**src/rtl/dmem_port_arbiter.sv**
```systemverilog
// dmem_port_arbiter
// Shares the single read/write port of the data memory between the pipeline
// memory stage (single-beat loads/stores) and a host bulk-transfer engine
// (bursts of 1..16 beats). The CPU passes straight through with no added
// latency. While the host owns the port, the CPU is stalled. A starvation
// counter bounds how long a pending host request can lose to the CPU.
//
// Ports
//   clk, rst           rising-edge clock, asynchronous active-low reset
//   cpu_req/we/addr/wdata  memory-stage request (held stable while cpu_stall)
//   cpu_stall          hold the pipeline this cycle
//   cpu_rdata          load data, one cycle after the load address
//   host_req/we/addr/len/wdata  host burst request, held until host_done
//   host_beat_ack      a host beat is issued to memory this cycle
//   host_rdata/rvalid  read-burst beat data, one cycle after each beat
//   host_done          one-cycle pulse at burst completion
//   host_busy          host owns the port
//   mem_we/addr/wdata  memory request
//   mem_rdata          memory read data (registered read, one-cycle latency)
module dmem_port_arbiter #(
  parameter int ADDR_W       = 20,
  parameter int DATA_W       = 24,
  parameter int LEN_W        = 5,
  parameter int STARVE_LIMIT = 8
) (
  input  logic              clk,
  input  logic              rst,
  input  logic              cpu_req,
  input  logic              cpu_we,
  input  logic [ADDR_W-1:0] cpu_addr,
  input  logic [DATA_W-1:0] cpu_wdata,
  output logic              cpu_stall,
  output logic [DATA_W-1:0] cpu_rdata,
  input  logic              host_req,
  input  logic              host_we,
  input  logic [ADDR_W-1:0] host_addr,
  input  logic [LEN_W-1:0]  host_len,
  input  logic [DATA_W-1:0] host_wdata,
  output logic              host_beat_ack,
  output logic [DATA_W-1:0] host_rdata,
  output logic              host_rvalid,
  output logic              host_done,
  output logic              host_busy,
  output logic              mem_we,
  output logic [ADDR_W-1:0] mem_addr,
  output logic [DATA_W-1:0] mem_wdata,
  input  logic [DATA_W-1:0] mem_rdata
);

  localparam int SW        = $clog2(STARVE_LIMIT + 1);
  localparam int MAX_BEATS = 16;

  typedef enum logic [1:0] {IDLE, HOST_BURST, HOST_DRAIN} state_t;

  state_t            r_state;
  logic [ADDR_W-1:0] r_base;
  logic              r_we;
  logic [LEN_W-1:0]  r_len;
  logic [LEN_W-1:0]  r_beatCnt;
  logic [SW-1:0]     r_starveCnt;
  logic              r_beatAck;
  logic              r_rvalid;
  logic              r_done;
  logic              r_busy;
  logic              r_cooldown;

  logic              w_hostReq;
  logic              w_starved;
  logic              w_hostWin;
  logic              w_cpuGrant;
  logic              w_lastBeat;
  logic [LEN_W-1:0]  w_lenClamp;

  // The first IDLE cycle after a burst ignores host_req, so a host still
  // holding its request while it sees host_done cannot grab a second burst.
  assign w_hostReq  = host_req && !r_cooldown;
  assign w_starved  = (r_starveCnt == SW'(STARVE_LIMIT));
  assign w_hostWin  = (r_state == IDLE) && w_hostReq && (!cpu_req || w_starved);
  assign w_cpuGrant = (r_state == IDLE) && cpu_req && !w_hostWin;
  assign w_lastBeat = (r_state == HOST_BURST) && (r_beatCnt == r_len - LEN_W'(1));

  // Zero-length requests become one beat; oversized requests become the maximum.
  always_comb begin
    w_lenClamp = host_len;
    if (host_len == '0)
      w_lenClamp = LEN_W'(1);
    else if (host_len > LEN_W'(MAX_BEATS))
      w_lenClamp = LEN_W'(MAX_BEATS);
  end

  // Read data is shared by both requesters and forced to zero during reset.
  assign cpu_rdata  = rst ? mem_rdata : '0;
  assign host_rdata = rst ? mem_rdata : '0;

  assign host_beat_ack = r_beatAck;
  assign host_rvalid   = r_rvalid;
  assign host_done     = r_done;
  assign host_busy     = r_busy;

  // Memory port steering and CPU stall.
  always_comb begin
    mem_we    = 1'b0;
    mem_addr  = '0;
    mem_wdata = '0;
    cpu_stall = 1'b0;
    if (r_state == IDLE) begin
      if (w_cpuGrant) begin
        mem_we    = cpu_we;
        mem_addr  = cpu_addr;
        mem_wdata = cpu_wdata;
      end else if (w_hostWin) begin
        cpu_stall = cpu_req;
      end
    end else begin
      cpu_stall = cpu_req;
      if (r_state == HOST_BURST) begin
        mem_we    = r_we;
        mem_addr  = r_base + ADDR_W'(r_beatCnt);
        mem_wdata = host_wdata;
      end
    end
  end

  // Arbitration FSM. Registered host outputs are computed for the next cycle:
  // beat_ack tracks HOST_BURST occupancy, rvalid trails each read beat, and
  // done is raised after the last beat (IDLE for writes, DRAIN for reads).
  always_ff @(posedge clk or negedge rst) begin
    if (!rst) begin
      r_state     <= IDLE;
      r_base      <= '0;
      r_we        <= 1'b0;
      r_len       <= '0;
      r_beatCnt   <= '0;
      r_starveCnt <= '0;
      r_beatAck   <= 1'b0;
      r_rvalid    <= 1'b0;
      r_done      <= 1'b0;
      r_busy      <= 1'b0;
      r_cooldown  <= 1'b0;
    end else begin
      r_beatAck  <= 1'b0;
      r_rvalid   <= 1'b0;
      r_done     <= 1'b0;
      r_cooldown <= 1'b0;
      case (r_state)
        IDLE: begin
          if (w_hostWin) begin
            r_state     <= HOST_BURST;
            r_base      <= host_addr;
            r_we        <= host_we;
            r_len       <= w_lenClamp;
            r_beatCnt   <= '0;
            r_starveCnt <= '0;
            r_busy      <= 1'b1;
            r_beatAck   <= 1'b1;
          end else if (w_hostReq && cpu_req && !w_starved) begin
            r_starveCnt <= r_starveCnt + SW'(1);
          end
        end
        HOST_BURST: begin
          r_rvalid <= !r_we;
          if (w_lastBeat) begin
            r_done    <= 1'b1;
            r_beatCnt <= '0;
            if (r_we) begin
              r_state    <= IDLE;
              r_busy     <= 1'b0;
              r_cooldown <= 1'b1;
            end else begin
              r_state <= HOST_DRAIN;
            end
          end else begin
            r_beatCnt <= r_beatCnt + LEN_W'(1);
            r_beatAck <= 1'b1;
          end
        end
        HOST_DRAIN: begin
          r_state    <= IDLE;
          r_busy     <= 1'b0;
          r_cooldown <= 1'b1;
        end
        default: r_state <= IDLE;
      endcase
    end
  end

endmodule

```
**config.mk**
```make
export PLATFORM = sky130hd
export DESIGN_NAME = dmem_port_arbiter
export DESIGN_NICKNAME = d
export VERILOG_FILES = /design/src/rtl/dmem_port_arbiter.sv
export SDC_FILE = /design/constraint.sdc
export NUM_CORES = 1
export LEC_CHECK = 0
export ABC_AREA = 0
export ABC_CLOCK_PERIOD_IN_PS = 4650
export CAP_MARGIN = 20
export CORE_MARGIN = 4
export CORE_UTILIZATION = 39
export CTS_CLUSTER_DIAMETER = 150
export DETAILED_ROUTE_END_ITERATION = 7
export MAX_ROUTING_LAYER = met4
export PLACE_DENSITY = 0.87
export SETUP_SLACK_MARGIN = 0.5
export SYNTH_ARGS = -nofsm -noshare
export SYNTH_HDL_FRONTEND = slang
export SYNTH_SLANG_ARGS = --single-unit
```
**constraint.sdc**
```tcl
create_clock -name clk -period 4.65 [get_ports clk]
set_input_delay 0.465 -clock clk [delete_from_list [all_inputs] [get_ports clk]]
set_output_delay 0.465 -clock clk [all_outputs]
set_load 0.1 [all_outputs]
```
; Word level (Yosys, flattened, before mapping)
; Cells that the tools add are included.
[word_totals]
input_bits = 123
out_inout_bits = 98
wordCells = 84
ff_bits = 42
[classes]
n_addsub = 4
n_lt_le_gt_ge = 1
muxes = 37
n_eq_ne = 7
n_reduce_logical = 24
[op_table]
columns = op, count
row1 = $mux 24, 4
row2 = $mux 20, 3
row3 = $add 20x5->20, 1
row4 = $mux 5, 4
row5 = $mux 1, 16
row6 = $pmux 5 s2, 1
row7 = $logic_and 1x1->1, 8
row8 = $mux 4, 2
row9 = $reduce_and 2->1, 4
row10 = $mux 2, 3
row11 = $ne 2x2->1 const B, 3
row12 = $add 5x1->5 const B, 1
row13 = $eq 5x5->1, 1
row14 = $gt 5x5->1 const B, 1
row15 = $logic_not 1->1, 5
row16 = $logic_not 5->1, 1
row17 = $sub 5x1->5 const B, 1
row18 = $add 4x1->4 const B, 1
row19 = $eq 4x4->1 const B, 1
row20 = $pmux 1 s2, 2
row21 = $pmux 2 s2, 1
row22 = $reduce_and 4->1, 1
row23 = $reduce_bool 2->1, 2
row24 = $pmux 1 s3, 1
row25 = 5 further kinds, 5

; Logic depth before layout (Yosys ltp)
[logic_depth]
ltp_word = 8
ltp_mapped = 8
depth_no_buf = 7

; Worst setup path before layout
; Ideal clock, no wire load.
[synth_path]
path_type = register -> output
startpoint = register r_beatCnt[0]
endpoint = output port mem_addr[8]
setup_slack_ns = 0.279
t_required_ns = 4.185
path_stages_with_launch = 8
arrival_time_ns = 3.906
n_path_buf = 0
path_cell_list = dfrtp_1 -> ha_1 -> fa_1 -> a211o_1 -> a21oi_2 -> nor3b_1 -> xnor2_1 -> o21ai_0
[synth_via]
elab_chain_cells = 3
[synth_rtl]
columns = element, line_no
row1 = "start, declared", 59  ; logic [LEN_W-1:0] r_beatCnt;
row2 = "start signal, assigned", 173  ; r_beatCnt <= r_beatCnt + LEN_W'(1);
row3 = $add 20x5->20, 118  ; mem_addr = r_base + ADDR_W'(r_beatCnt);
row4 = $mux 20, 116  ; if (r_state == HOST_BURST) begin
row5 = $mux 20, 106  ; if (r_state == IDLE) begin
row6 = "end, declared", 45  ; output logic [ADDR_W-1:0] mem_addr,
; Every way passes these cells.

; Final worst setup path
[layout_path]
startpoint = register r_state[0]
endpoint = output port mem_addr[2]
[layout_via]
elab_chain_cells = 7
elab_cells_between_ends = 10
classes_between = 1 x eq/ne / 3 x mux / 6 x reduce/logical
[layout_rtl]
columns = element, line_no
row1 = "start, declared", 55  ; state_t r_state;
row2 = "start signal, assigned", 129  ; r_state <= IDLE;
row3 = "start signal, assigned", 148  ; r_state <= HOST_BURST;
row4 = "start signal, assigned", 166  ; r_state <= IDLE;
row5 = $logic_not 2->1, "78, 79, 106"
row6 = $logic_and 1x1->1 (2 in series), 78  ; assign w_hostWin = (r_state == IDLE) && w_hostReq && (!cpu_req || w_starved);
row7 = $logic_not 1->1, 79  ; assign w_cpuGrant = (r_state == IDLE) && cpu_req && !w_hostWin;
row8 = $logic_and 1x1->1, 79
row9 = $mux 20, 107  ; if (w_cpuGrant) begin
row10 = $mux 20 (*), 106
; Mark *: on every way between the ends. The rest lies on a longest branch, timed or not.

==> flow_summary_export.csv <==
group,metric,value,unit
critical_path,worstPathCellList,"inv_1 -> ha_1 -> nand3b_1 -> a21oi_4 -> buf_4 -> nor3_4 -> buf_4 -> nand2_1 -> o21ai_0 -> buf_4",
sta,hold_violations,0,
die,fp.dieH,99.75,um
critical_path,path_delay_family,"buffers and inverters",
synth,synth_flop_cell,"dfrtp_1",
detailed_routing,drt_iter0_drc,147,
critical_path,cpMaxStageDelayCell,"dfrtp_1",
synth,ys_seq_elements,42,
detailed_routing,wl_per_cell,17.66,um
sta,slew_violations,0,
die,fp.dieW,99.75,um
synth,yosys.cell_types.count,51,
layout,nNetsFinal,724,
global_route,grt_max_degree,43,
sta,rsz0062_at_grt,"no",
critical_path,critPathLaunchType,"register",
clock_tree,cts.sinks,42,
clock_tree,cts-root-buf,"clkbuf_8",
min_path,hold_path.class,"in -> async",
sta,tns,0,ns
clock_tree,clk_latency,0.30,ns
synth,syn_area_per_cell,8.249,um2
critical_path,cp.buffers_inverters,4,
global_route,grtUsageTotal,23.99,%
place,place_hpwl,9.893,mm
sta,fin_skew,0.01463,ns
sta,setup_viol,0,
critical_path,arrival,2.86,ns
global_route,antenna_found_initial,0,
global_route,gr-total-overflow,0,
synth,netlist.area_leader.share,32.01,%
layout,antenna_cells,0,
sta,period_share,71.42,%
synth,synth-xor-area-share,6.021,%
pwr,powerDensity,664.8,nW/um2
clock_tree,holdBufCountCts,0,
clock_tree,cts_buffers,5,
clock_tree,post_cts_buffers,0,
synth,synthArstFlopShare,100.0,%
sta,tightest_slew,1.010,ns
layout,drive_above_1_share,10.92,%
global_route,grt_pass1_vias,3629,
critical_path,reg2reg_depth,7,
global_route,grt_pass1_wl,18.57,mm
pwr,p_leak,2.395,nW
critical_path,crit_fanout,42,
synth,synth-simple-area-share,27.06,%
detailed_routing,drc,0,
die,pin_count,221,
critical_path,cp.depth,10,
detailed_routing,drt-total-wl,12.21,mm
detailed_routing,num_vias,3619,
synth,synth_area_leaders,"dfrtp_1 32%, nand2_1 11%, a22o_1 7.2%",
critical_path,path_common_cell,"buf_4",
detailed_routing,drt-pass1-iter-count,4,
synth,synth_top_family_by_area,"simple AND/OR/NAND/NOR gates",
place,portBuffers,220,
synth,netlist_top_cells_count,"93 x nand2_1, 42 x dfrtp_1, 29 x o21ai_0, 27 x a22o_1, 26 x and2_1",
pwr,finalPower,3.556,mW
sta,slew_headroom,32.47,%
clock_tree,clock_path_buffers,2,
detailed_routing,detail-route-antenna-nets,0,
critical_path,r2r_start,"r_state[0]",
layout,fill_cells,716,
layout,area_growth,62.92,%
detailed_routing,vias_per_cell,5.237,
synth,netlist_instances,398,
clock_tree,h-tree-depth,2,
synth,synth_compound_area_share,19.47,%
die,die_area,9950,um2
place,place_congestion,0.9403,
critical_path,cp-startpoint,"r_state[0]",
synth,ys_seq_area_share,32.01,%
synth,yosys_warnings,0,
synth,syn-num-nets,535,
pwr,peakVddDrop,0.3935,mV
flow_run,max_cap_viol_count,0,
die,start_util,39.96,%
clock_tree,ctsResizeCount,0,
critical_path,path_class,"reg -> out",
synth,synth.mux.area_fraction,0.6098,%
critical_path,worst_path_largest_cell_delay,0.41,ns
die,core,8217,um2
synth,yosysMostFrequentCell,"nand2_1",
sta,fmax,301.1,MHz
clock_tree,cts.clk_slew.worst_paths,0.07,ns
critical_path,worstPathRequired,4.18,ns
sta,layout_min_cycle_time,3.321,ns
die,fp-row-count,33,
synth,synth_edf_count,0,
sta,holdWs,0.1128,ns
synth,yosysTopAreaCell,"dfrtp_1",
run_status,outcome,"finished, final reports clean",
synth,syn_area,3283,um2
synth,synthAdderAreaFrac,5.564,%
clock_tree,cts_tree,"yes",
critical_path,cp-end-kind,"output pin",
==> area by class of cell <==
class	count	area [um2]	share of cell area [%]
repair buffers	224	2112	39.49
clock buffers	6	82.58	1.544
inverters	11	41.29	0.7719
well taps	105	131.4	2.456
multi-input cells	303	1931	36.09
flip-flops and latches	42	1051	19.65
==> worst paths after layout <==
path | endpoint | slack [ns]
max in group asynchronous | r_we | 3.70
min in group clk | host_rvalid | 0.48
hold / removal | r_base[0] | 0.11
setup reg to reg | r_beatCnt[1] | 2.24
hold reg to reg | host_rvalid | 0.48
setup / recovery | mem_addr[2] | 1.33
==> registers in the layout, summed over array words and instances (netlist names) <==
name / cells
host_beat_ack: 1
host_busy: 1
host_done: 1
host_rvalid: 1
r_base: 20
r_beatCnt: 5
r_cooldown: 1
r_len: 5
r_starveCnt: 4
r_state: 2
r_we: 1
==> per-stage QoR <==
step / utilization, % / cell area (um2) / setup WS (ns) / instances
2_1_floorplan: - / 3283 / 0.5411 / 398
3_3_place_gp: 64.09 / 5266 / 1.579 / 685
3_5_place_dp: 64.09 / 5266 / 1.523 / 685
4_1_cts: 65.10 / 5349 / 1.347 / 691
5_1_grt: 65.10 / 5349 / 1.106 / 691
6_report: 65.10 / 5349 / 1.329 / 691
==> placed cells by master (no fill, tap or decap), types with 3 or more instances in the layout <==
cell type / netlist / final
nand3_1: 10 / 10
o21ai_1: 1 / 8
nand4_1: 4 / 4
clkbuf_8: 0 / 6
xnor2_1: 11 / 11
nand3b_1: 7 / 7
and3_1: 6 / 6
nor3b_1: 4 / 4
a21o_1: 6 / 6
ha_1: 13 / 13
nor2b_1: 4 / 3
xor2_1: 9 / 9
clkdlybuf4s50_1: 0 / 173
nor2_1: 4 / 4
nand2_1: 93 / 93
dfrtp_1: 42 / 42
a22o_1: 27 / 27
and2_1: 26 / 26
buf_4: 24 / 50
a21oi_1: 7 / 7
o21ai_0: 29 / 22
nor3_1: 6 / 6
inv_1: 11 / 11
o22ai_1: 3 / 3
==> worst register-to-register path: stages (launching register included) <==
cell      delay, ns
dfrtp_1        0.41
inv_1          0.09
ha_1           0.27
nand3b_1       0.24
a21o_1         0.70
nand2_1        0.24
o21ai_0        0.22
o21ai_0        0.10
==> cell families after synthesis <==
kind of cell,count (synthesis)
simple gates,176
compound gates,90
buf+inv,53
flops,42
xor+xnor,21
fa+ha+maj,14
mux,2
==> power breakdown <==
group / internal [mW] / total [mW] / switching, mW
registers: 0.522 / 0.695 / 0.172
clock network: 0.115 / 0.232 / 0.118
logic: 0.705 / 2.63 / 1.92
==> metal layers <==
metal  GRT usage, %  vias to the layer above  share of wire [%]
met1          26.27                     1712                 36
li1               -                     1736                  -
met5              -                        -                  0
met4          8.508                        0                3.0
met2          43.36                      142                 53
met3          4.208                       29                7.8
No activity file was read; power rests on OpenSTA's default activity.
